$ cat src/rtl/clk_period_meter.sv
// clk_period_meter: measures period (rise-to-rise) and high time (rise-to-fall)
// of a slow asynchronous square wave, in clk_in cycles.
// Ports:
//   clk_in    - sole clock, rising edge
//   rst_n     - asynchronous active-low reset
//   sig_in    - asynchronous signal under measurement
//   period    - last measured rise-to-rise distance
//   high_time - last measured rise-to-fall distance
//   valid     - one-cycle pulse when period/high_time update
//   timeout   - sticky: no rise within TIMEOUT cycles; cleared on next valid
`timescale 1ns/100ps
module clk_period_meter #(
  parameter int unsigned SYNC_STAGES = 2,
  parameter logic [31:0] TIMEOUT     = 32'd100_000_000
) (
  input  logic        clk_in,
  input  logic        rst_n,
  input  logic        sig_in,
  output logic [31:0] period,
  output logic [31:0] high_time,
  output logic        valid,
  output logic        timeout
);

  localparam int unsigned CNT_W = 32;

  typedef enum logic {
    IDLE  = 1'b0,
    ARMED = 1'b1
  } state_e;

  state_e                 state_q, state_d;
  logic [SYNC_STAGES-1:0] sync_q, sync_d;
  logic                   s_d_q, s_d_d;
  logic [CNT_W-1:0]       cnt_q, cnt_d;
  logic [CNT_W-1:0]       hi_cap_q, hi_cap_d;
  logic                   hi_seen_q, hi_seen_d;
  logic [CNT_W-1:0]       period_q, period_d;
  logic [CNT_W-1:0]       high_time_q, high_time_d;
  logic                   valid_q, valid_d;
  logic                   timeout_q, timeout_d;

  logic s_c, rise_c, fall_c;

  // Synchroniser shift and edge detection on the synchronised level
  always_comb begin
    sync_d = {sync_q[SYNC_STAGES-2:0], sig_in};
    s_c    = sync_q[SYNC_STAGES-1];
    s_d_d  = s_c;
    rise_c = s_c & ~s_d_q;
    fall_c = ~s_c & s_d_q;
  end

  // Next-state and measurement logic
  always_comb begin
    state_d     = state_q;
    cnt_d       = cnt_q;
    hi_cap_d    = hi_cap_q;
    hi_seen_d   = hi_seen_q;
    period_d    = period_q;
    high_time_d = high_time_q;
    valid_d     = 1'b0;
    timeout_d   = timeout_q;

    case (state_q)
      IDLE: begin
        if (rise_c) begin
          cnt_d     = CNT_W'(1);
          hi_seen_d = 1'b0;
          state_d   = ARMED;
        end
      end
      ARMED: begin
        if (rise_c) begin
          // A rise on the TIMEOUT cycle still completes the measurement
          period_d    = cnt_q;
          high_time_d = hi_cap_q;
          valid_d     = 1'b1;
          timeout_d   = 1'b0;
          cnt_d       = CNT_W'(1);
          hi_seen_d   = 1'b0;
        end else begin
          if (fall_c && !hi_seen_q) begin
            hi_cap_d  = cnt_q;
            hi_seen_d = 1'b1;
          end
          if (cnt_q == TIMEOUT) begin
            // Hold cnt so it never wraps when TIMEOUT is the maximum value
            timeout_d = 1'b1;
            state_d   = IDLE;
          end else begin
            cnt_d = CNT_W'(cnt_q + CNT_W'(1));
          end
        end
      end
      default: state_d = IDLE;
    endcase
  end

  // State registers
  always_ff @(posedge clk_in or negedge rst_n) begin
    if (!rst_n) begin
      state_q     <= IDLE;
      sync_q      <= '0;
      s_d_q       <= 1'b0;
      cnt_q       <= '0;
      hi_cap_q    <= '0;
      hi_seen_q   <= 1'b0;
      period_q    <= '0;
      high_time_q <= '0;
      valid_q     <= 1'b0;
      timeout_q   <= 1'b0;
    end else begin
      state_q     <= state_d;
      sync_q      <= sync_d;
      s_d_q       <= s_d_d;
      cnt_q       <= cnt_d;
      hi_cap_q    <= hi_cap_d;
      hi_seen_q   <= hi_seen_d;
      period_q    <= period_d;
      high_time_q <= high_time_d;
      valid_q     <= valid_d;
      timeout_q   <= timeout_d;
    end
  end

  assign period    = period_q;
  assign high_time = high_time_q;
  assign valid     = valid_q;
  assign timeout   = timeout_q;

endmodule

$ cat config.mk
export PLATFORM = sky130hd
export DESIGN_NAME = clk_period_meter
export DESIGN_NICKNAME = d
export VERILOG_FILES = /design/src/rtl/clk_period_meter.sv
export SDC_FILE = /design/constraint.sdc
export NUM_CORES = 1
export LEC_CHECK = 0
export BUFFER_PORTS_ARGS = -buffer_cell sky130_fd_sc_hd__clkbuf_2
export CAP_MARGIN = 30
export CORE_ASPECT_RATIO = 1.2
export CORE_MARGIN = 2
export CORE_UTILIZATION = 55
export CTS_CLUSTER_SIZE = 10
export DETAILED_ROUTE_END_ITERATION = 12
export PLACE_DENSITY = 0.8
export RECOVER_POWER = 25
export SYNTH_ARGS = -nofsm -noshare
export SYNTH_HDL_FRONTEND = slang
export SYNTH_SLANG_ARGS = --single-unit
$ cat constraint.sdc
create_clock -name clk_in -period 2.4 [get_ports clk_in]
set_clock_uncertainty 0.05 [all_clocks]
set_input_delay 0.24 -clock clk_in [delete_from_list [all_inputs] [get_ports clk_in]]
set_output_delay 0.24 -clock clk_in [all_outputs]
set_load 0.1 [all_outputs]
==> results of run 1 <==
path summary, 6_finish.rpt:
kind | to | slack (ns) | cells after the start
worst max-delay path | cnt_q[17]$_DFFE_PN0P_ | 0.21 | 5
max in group asynchronous | high_time[4]$_DFFE_PN0P_ | 0.47 | 3
worst min-delay path | sync_q[1]$_DFF_PN0_ | 0.31 | 0
worst min register to register | sync_q[1]$_DFF_PN0_ | 0.31 | 0
min in group asynchronous | period[21]$_DFFE_PN0P_ | 0.67 | 2
worst max register to register | cnt_q[17]$_DFFE_PN0P_ | 0.21 | 5
routing by layer:
metal,part of all wire [%],vias up
met4,1.5,0
met2,52,139
li1,-,1726
met1,41,1942
met5,0,-
met3,5.6,27
critical path, cell delays in order, from the launching register on:
cell	delay, ns
dfrtp_1	0.49
and4_1	0.39
nand3_4	0.19
or2_0	0.39
or4_1	0.44
a21oi_1	0.16
sequential cells by signal, indices dropped and copies added, names as in the netlist:
register	flops
high_time	32
state_q	1
hi_cap_q	32
period	32
cnt_q	32
timeout	1
hi_seen_q	1
valid	1
sync_q	2
s_d_q	1
area by class of cell:
cell class / count / area share [%]
clock buffers: 26 / 7.47
clock inverters: 4 / 0.300
inverters: 9 / 0.506
multi-input cells: 264 / 31.6
flip-flops and latches: 135 / 50.6
well taps: 126 / 2.36
repair buffers: 86 / 7.25
power groups by stage:
stage	sequential [mW]	combinational, mW	clock [mW]
after detailed placement	2.55	0.896	0
after CTS	2.51	0.900	2.31
after global placement	2.54	0.883	0
after floorplan	2.99	0.245	0
final	2.51	0.892	2.28
after global routing	2.53	0.953	2.43
cells by family (layout without fill, tap and decap cells):
group           after synthesis  count (layout)
simple gates                113             113
mux                          89              89
compound gates               49              49
fa+ha+maj                     2               2
flops                       135             135
xor+xnor                     11              11
buf+inv                      34             125
layout by cell type (no fill, tap or decap), types with 2 or more instances in the layout:
cell	n
buf_4	15
a21oi_1	13
inv_1	8
xnor2_1	7
clkbuf_1	5
xor2_1	4
dfrtp_1	135
nand2b_1	4
o31ai_1	4
dlygate4sd3_1	2
clkinv_2	4
nor4_1	10
a41o_1	2
nand2_1	25
nand4_1	13
and3_1	6
nand3_1	9
ha_1	2
clkbuf_8	4
clkbuf_2	68
nor3_1	3
and4_1	3
clkbuf_16	17
o21ai_0	15
mux2_2	89
a21o_1	2
and3_2	2
or3_1	6
o311ai_0	3
nor2_1	16
o41ai_1	3
or2_0	2
a31oi_1	2
or4_1	5
per-stage QoR:
stage | hold WS (ns) | instance area, um^2 | power, mW
floorplan | -0.106 | 5650 | 3.23
global placement | 0.195 | 6160 | 3.42
detailed placement | 0.209 | 6160 | 3.45
CTS | 0.317 | 6700 | 5.73
global route | 0.331 | 6680 | 5.92
finish | 0.310 | 6680 | 5.68
what timing repair did:
action | in CTS | in global routing
endpoints found under the hold margin | 61 | 0
hold buffers | 2 | 0
endpoints found under the setup margin | 0 | 0
gates resized for setup | 0 | 0
==> impl_metrics.csv, run 1 <==
group,metric,value,unit
run_status,status,"finished, violations left",
run_status,failed_checks,"max-capacitance violations, max-slew violations",
yosys,syn_avg_cell_area,13.1,um^2
worst_setup_path,path_class,"register to register",
min_path,worst_hold_path_type,"register to register",
grt,grt_util_met2,36.9,%
grt,grt_overflow,0,
yosys,synth_common_cells,"dfrtp_1, mux2_2, nand2_1",
yosys,synth_compound_area_share,5.75,%
routing,drtIter0Drc,299,
worst_setup_path,critPathLaunch,"cnt_q[2]$_DFFE_PN0P_",
routing,viasPerCell,5.90,
power,p_int,4.02,mW
place,pre_cts_ws,0.260,ns
finish,drive_gt1_share,40.1,%
grt,busiest_layer,"met2",
place,gp_congestion,0.884,
grt,grt_use_total,23.0,%
clock_network,cts.reportedPaths.clkPinSlew,0.05,ns
flow_run,maxCapViolCount,1,
min_path,holdCritStartpoint,"sync_q[0]$_DFF_PN0_",
yosys,synthXorXnorAreaFrac,1.70,%
timing,worst_slack,0.206,ns
yosys,yosys_warnings,0,
power,clkPwrFrac,40.1,%
finish,nets,518,
floorplanning,die_h,115,um
timing,worst_pin_slew,1.51,ns
yosys,synth_top_family_by_area,"multiplexers",
timing,fin_setup_tns,0,ns
timing,hold_viol_final,0,
timing,rsz0062_at_grt,"no",
yosys,yosysTopAreaCell,"dfrtp_1",
yosys,synthMuxAreaShare,17.7,%
routing,antenna_left,0,
grt,grt_pass1_wl,19200,um
yosys,ys_types,48,
clock_network,clock_sinks,135,
clock_network,h-tree-depth,4,
floorplanning,ios,69,
grt,grt_antenna_before_repair,0,
place,io_buffer_count,68,
yosys,synthArstFlopShare,100,%
floorplanning,chipWidth,96.5,um
yosys,synthMostInstantiatedCell,"dfrtp_1",
worst_setup_path,critPathRequiredTime,2.68,ns
routing,drtPass1Iterations,5,
grt,grt_max_degree,63,
power,sw_frac_of_total,29.3,%
power,seq_power_share,44.2,%
worst_setup_path,cp_max_fo,9,
yosys,post_synth_fa_ha_maj_area_fraction,0.443,%
yosys,synthCells,433,
timing,fmax,0.456,GHz
grt,grt_pass1_vias,3884,
place,dp.cells,618,
routing,drc,0,
worst_setup_path,crit_path_end_kind,"register",
yosys,syn_nets,438,
timing,timing.final.crit_share,91.4,%
power,irDropWorstVdd,0.000580,V
routing,wl,11600,um
timing,finalCriticalPeriod,2.19,ns
finish,synthToLayoutAreaGrowth,18.2,%
grt,use_met1,29.8,%
worst_setup_path,r2r_start,"cnt_q[2]$_DFFE_PN0P_",
floorplanning,core_area,0.0100,mm^2
timing,maxSlewViolCount,63,
yosys,synth_top_area_share,59.8,%
finish,antenna_cells,0,
power,pwr-share-comb,15.7,%
routing,num_vias,3834,
yosys,synthFlopType,"dfrtp_1",
finish,multi_input_comb_area,0.00211,mm^2
yosys,synth-simple-area-share,11.4,%
floorplanning,die_area,0.0111,mm^2
finish,final-seq-area,0.00338,mm^2
power,netSwitchingPower,1.66,mW
finish,layoutNonFillerInstCount,650,
finish,fillers,723,
yosys,synth_edf_count,0,
yosys,ys_seq_area_share,59.8,%
finish,final_util,66.8,%
worst_setup_path,worst_setup_path_start_kind,"register",
place,dp_hpwl,7620,um
clock_network,cts-root-buf,"clkbuf_16",
yosys,synth-seq-cells,135,
clock_network,post_cts_buffers,0,
yosys,synth_area_leaders,"dfrtp_1, mux2_2, nand2_1",
power,p_leak,3.35,nW
grt,met3_usage,7.08,%
yosys,netlist_area,0.00565,mm^2
worst_setup_path,arrival,2.48,ns
floorplanning,start_util,56.5,%
timing,relSlewSlack,-0.778,%
floorplanning,num_rows,40,
clock_network,clk_latency,0.41,ns
power,power_density,850,mW/mm^2
clock_network,cts_buffer_depth,2,
timing,setup_violations,0,
clock_network,numCtsBuffers,17,
clock_network,cts_tree,"done",
routing,post_drt_wl_per_cell,17.9,um
(Power assumes the default switching activity.)
==> run 2, diff against run 1 <==
--- a/config.mk
+++ b/config.mk
@@ -15,4 +15,6 @@
 export PLACE_DENSITY = 0.8
 export RECOVER_POWER = 25
+export SKIP_CTS_REPAIR_TIMING = 1
+export SLEW_MARGIN = 20
 export SYNTH_ARGS = -nofsm -noshare
 export SYNTH_HDL_FRONTEND = slang
==> constraint.sdc (replaced) <==
create_clock -name clk_in -period 2.4 [get_ports clk_in]
set_clock_uncertainty 0.05 [all_clocks]
set_input_delay 0.48 -clock clk_in [delete_from_list [all_inputs] [get_ports clk_in]]
set_output_delay 0.48 -clock clk_in [all_outputs]
set_load 0.1 [all_outputs]
==> impl_metrics.csv, run 2 (synthesis results as in run 1) <==
group,metric,value,unit
run_status,status,"finished, violations left",
run_status,failed_checks,"max-capacitance violations",
grt,grt_pass1_wl,19800,um
finish,nets,516,
timing,setup_violations,0,
routing,drc,0,
timing,relSlewSlack,0.241,%
worst_setup_path,slowest_delay,0.49,ns
clock_network,cts_tree,"done",
clock_network,clock_sinks,135,
floorplanning,die_area,0.0111,mm^2
clock_network,cts_buffer_depth,2,
timing,worst_pin_slew,1.50,ns
routing,drtPass1Iterations,5,
worst_setup_path,cp_top_family,"simple AND/OR/NAND/NOR gates",
power,pwr-share-comb,14.7,%
floorplanning,chipWidth,96.5,um
clock_network,cts-root-buf,"clkbuf_16",
worst_setup_path,worst_setup_path_start_kind,"register",
routing,antenna_left,0,
finish,antenna_cells,0,
finish,final_common_cell,"dfrtp_1",
floorplanning,ios,69,
power,power_density,905,mW/mm^2
timing,hold_viol_final,0,
min_path,worst_hold_path_type,"primary input to register",
power,p_int,4.40,mW
worst_setup_path,critPathBufInv,0,
worst_setup_path,critPathRequiredTime,2.68,ns
floorplanning,num_rows,40,
routing,num_vias,3806,
finish,final_area,0.00679,mm^2
floorplanning,die_h,115,um
flow_run,maxCapViolCount,1,
place,dp_hpwl,7680,um
worst_setup_path,cp_max_fo,7,
grt,grt_pass1_vias,3969,
timing,rsz0062_at_grt,"no",
clock_network,cts.reportedPaths.clkPinSlew,0.06,ns
floorplanning,core_area,0.0100,mm^2
finish,final_cell_mix,"dfrtp_1, mux2_2, clkbuf_2",
place,gp_congestion,0.841,
routing,post_drt_wl_per_cell,18.1,um
timing,maxSlewViolCount,0,
routing,viasPerCell,5.86,
grt,grt_max_degree,59,
worst_setup_path,arrival,2.59,ns
timing,fmax,0.433,GHz
worst_setup_path,path_cells,"ha_1 > and3_1 > nand4_1 > or2_2 > or4_1 > a21oi_1",
routing,drtIter0Drc,316,
timing,finalCriticalPeriod,2.31,ns
timing,timing.final.crit_share,96.3,%
power,clkPwrFrac,44.5,%
worst_setup_path,crit_path_end_kind,"register",
power,seq_power_share,40.8,%
grt,grt_overflow,0,
floorplanning,start_util,56.5,%
clock_network,clk_latency,0.41,ns
power,irDropWorstVdd,0.000558,V
clock_network,h-tree-depth,4,
grt,grt_use_total,23.7,%
grt,grt_antenna_before_repair,0,
finish,drive_gt1_share,41.1,%
worst_setup_path,slowest_stage,"dfrtp_1",
power,p_leak,3.38,nW
finish,synthToLayoutAreaGrowth,20.2,%
power,netSwitchingPower,1.75,mW
place,placed_cell_area,0.00617,mm^2
power,sw_frac_of_total,28.4,%
clock_network,numCtsBuffers,17,
timing,fin_setup_tns,0,ns
routing,wl,11700,um
worst_setup_path,path_class,"register to register",
place,io_buffer_count,68,
## run 2: cell count changes in the layout (fill, tap and decap cells not counted), sizes merged
cell	previous run	this run
clkinv	5	3
clkinvlp	0	4
bufinv	0	4
dlygate4sd3	2	0
clkbuf	94	88
inv	8	9
## run 2: power by group through the flow
| stage | clock (mW) | sequential (mW) | combinational (mW) |
|---|---|---|---|
| final | 2.73 | 2.51 | 0.906 |
| after global placement | 0 | 2.54 | 0.887 |
| after CTS | 2.77 | 2.51 | 0.914 |
| after global routing | 2.88 | 2.53 | 0.964 |
| after floorplan | 0 | 2.99 | 0.245 |
| after detailed placement | 0 | 2.55 | 0.902 |
## run 2: cell type report
class | count | area (um^2)
repair buffers | 84 | 485
clock inverters | 11 | 173
clock buffers | 20 | 457
fillers | 722 | 3220
inverters | 9 | 33.8
well taps | 126 | 158
multi-input cells | 264 | 2110
flip-flops and latches | 135 | 3380
## run 2: through the flow
step | power, mW | hold slack, ns | util (%) | worst slack (ns) | cells
after floorplan | 3.23 | 0.134 | - | 0.441 | 433
after global placement | 3.42 | 0.283 | 61.6 | 0.290 | 618
after detailed placement | 3.45 | 0.286 | 61.6 | 0.214 | 618
after CTS | 6.20 | 0.00424 | 67.9 | 0.141 | 649
after global routing | 6.37 | 0.118 | 67.9 | 0.0188 | 649
final | 6.15 | 0.121 | 67.9 | 0.0896 | 649
## run 2: final timing paths
check	startpoint	to	slack [ns]	cells past startpoint
setup / recovery	cnt_q[0]$_DFFE_PN0P_	cnt_q[22]$_DFFE_PN0P_	0.09	6
hold / removal	sig_in	sync_q[0]$_DFF_PN0_	0.12	1
setup reg to reg	cnt_q[0]$_DFFE_PN0P_	cnt_q[22]$_DFFE_PN0P_	0.09	6
hold reg to reg	sync_q[0]$_DFF_PN0_	sync_q[1]$_DFF_PN0_	0.30	0
max in group asynchronous	rst_n	period[11]$_DFFE_PN0P_	1.00	2
min in group asynchronous	rst_n	high_time[20]$_DFFE_PN0P_	0.37	1
## run 2: routing by layer
metal / vias to the layer above / part of all wire (%) / global-route usage [%]
li1: 1722 / - / -
met1: 1938 / 41 / 29.7
met2: 128 / 52 / 38.9
met3: 18 / 5.1 / 6.29
met4: 0 / 1.8 / 10.0
met5: - / 0 / 0
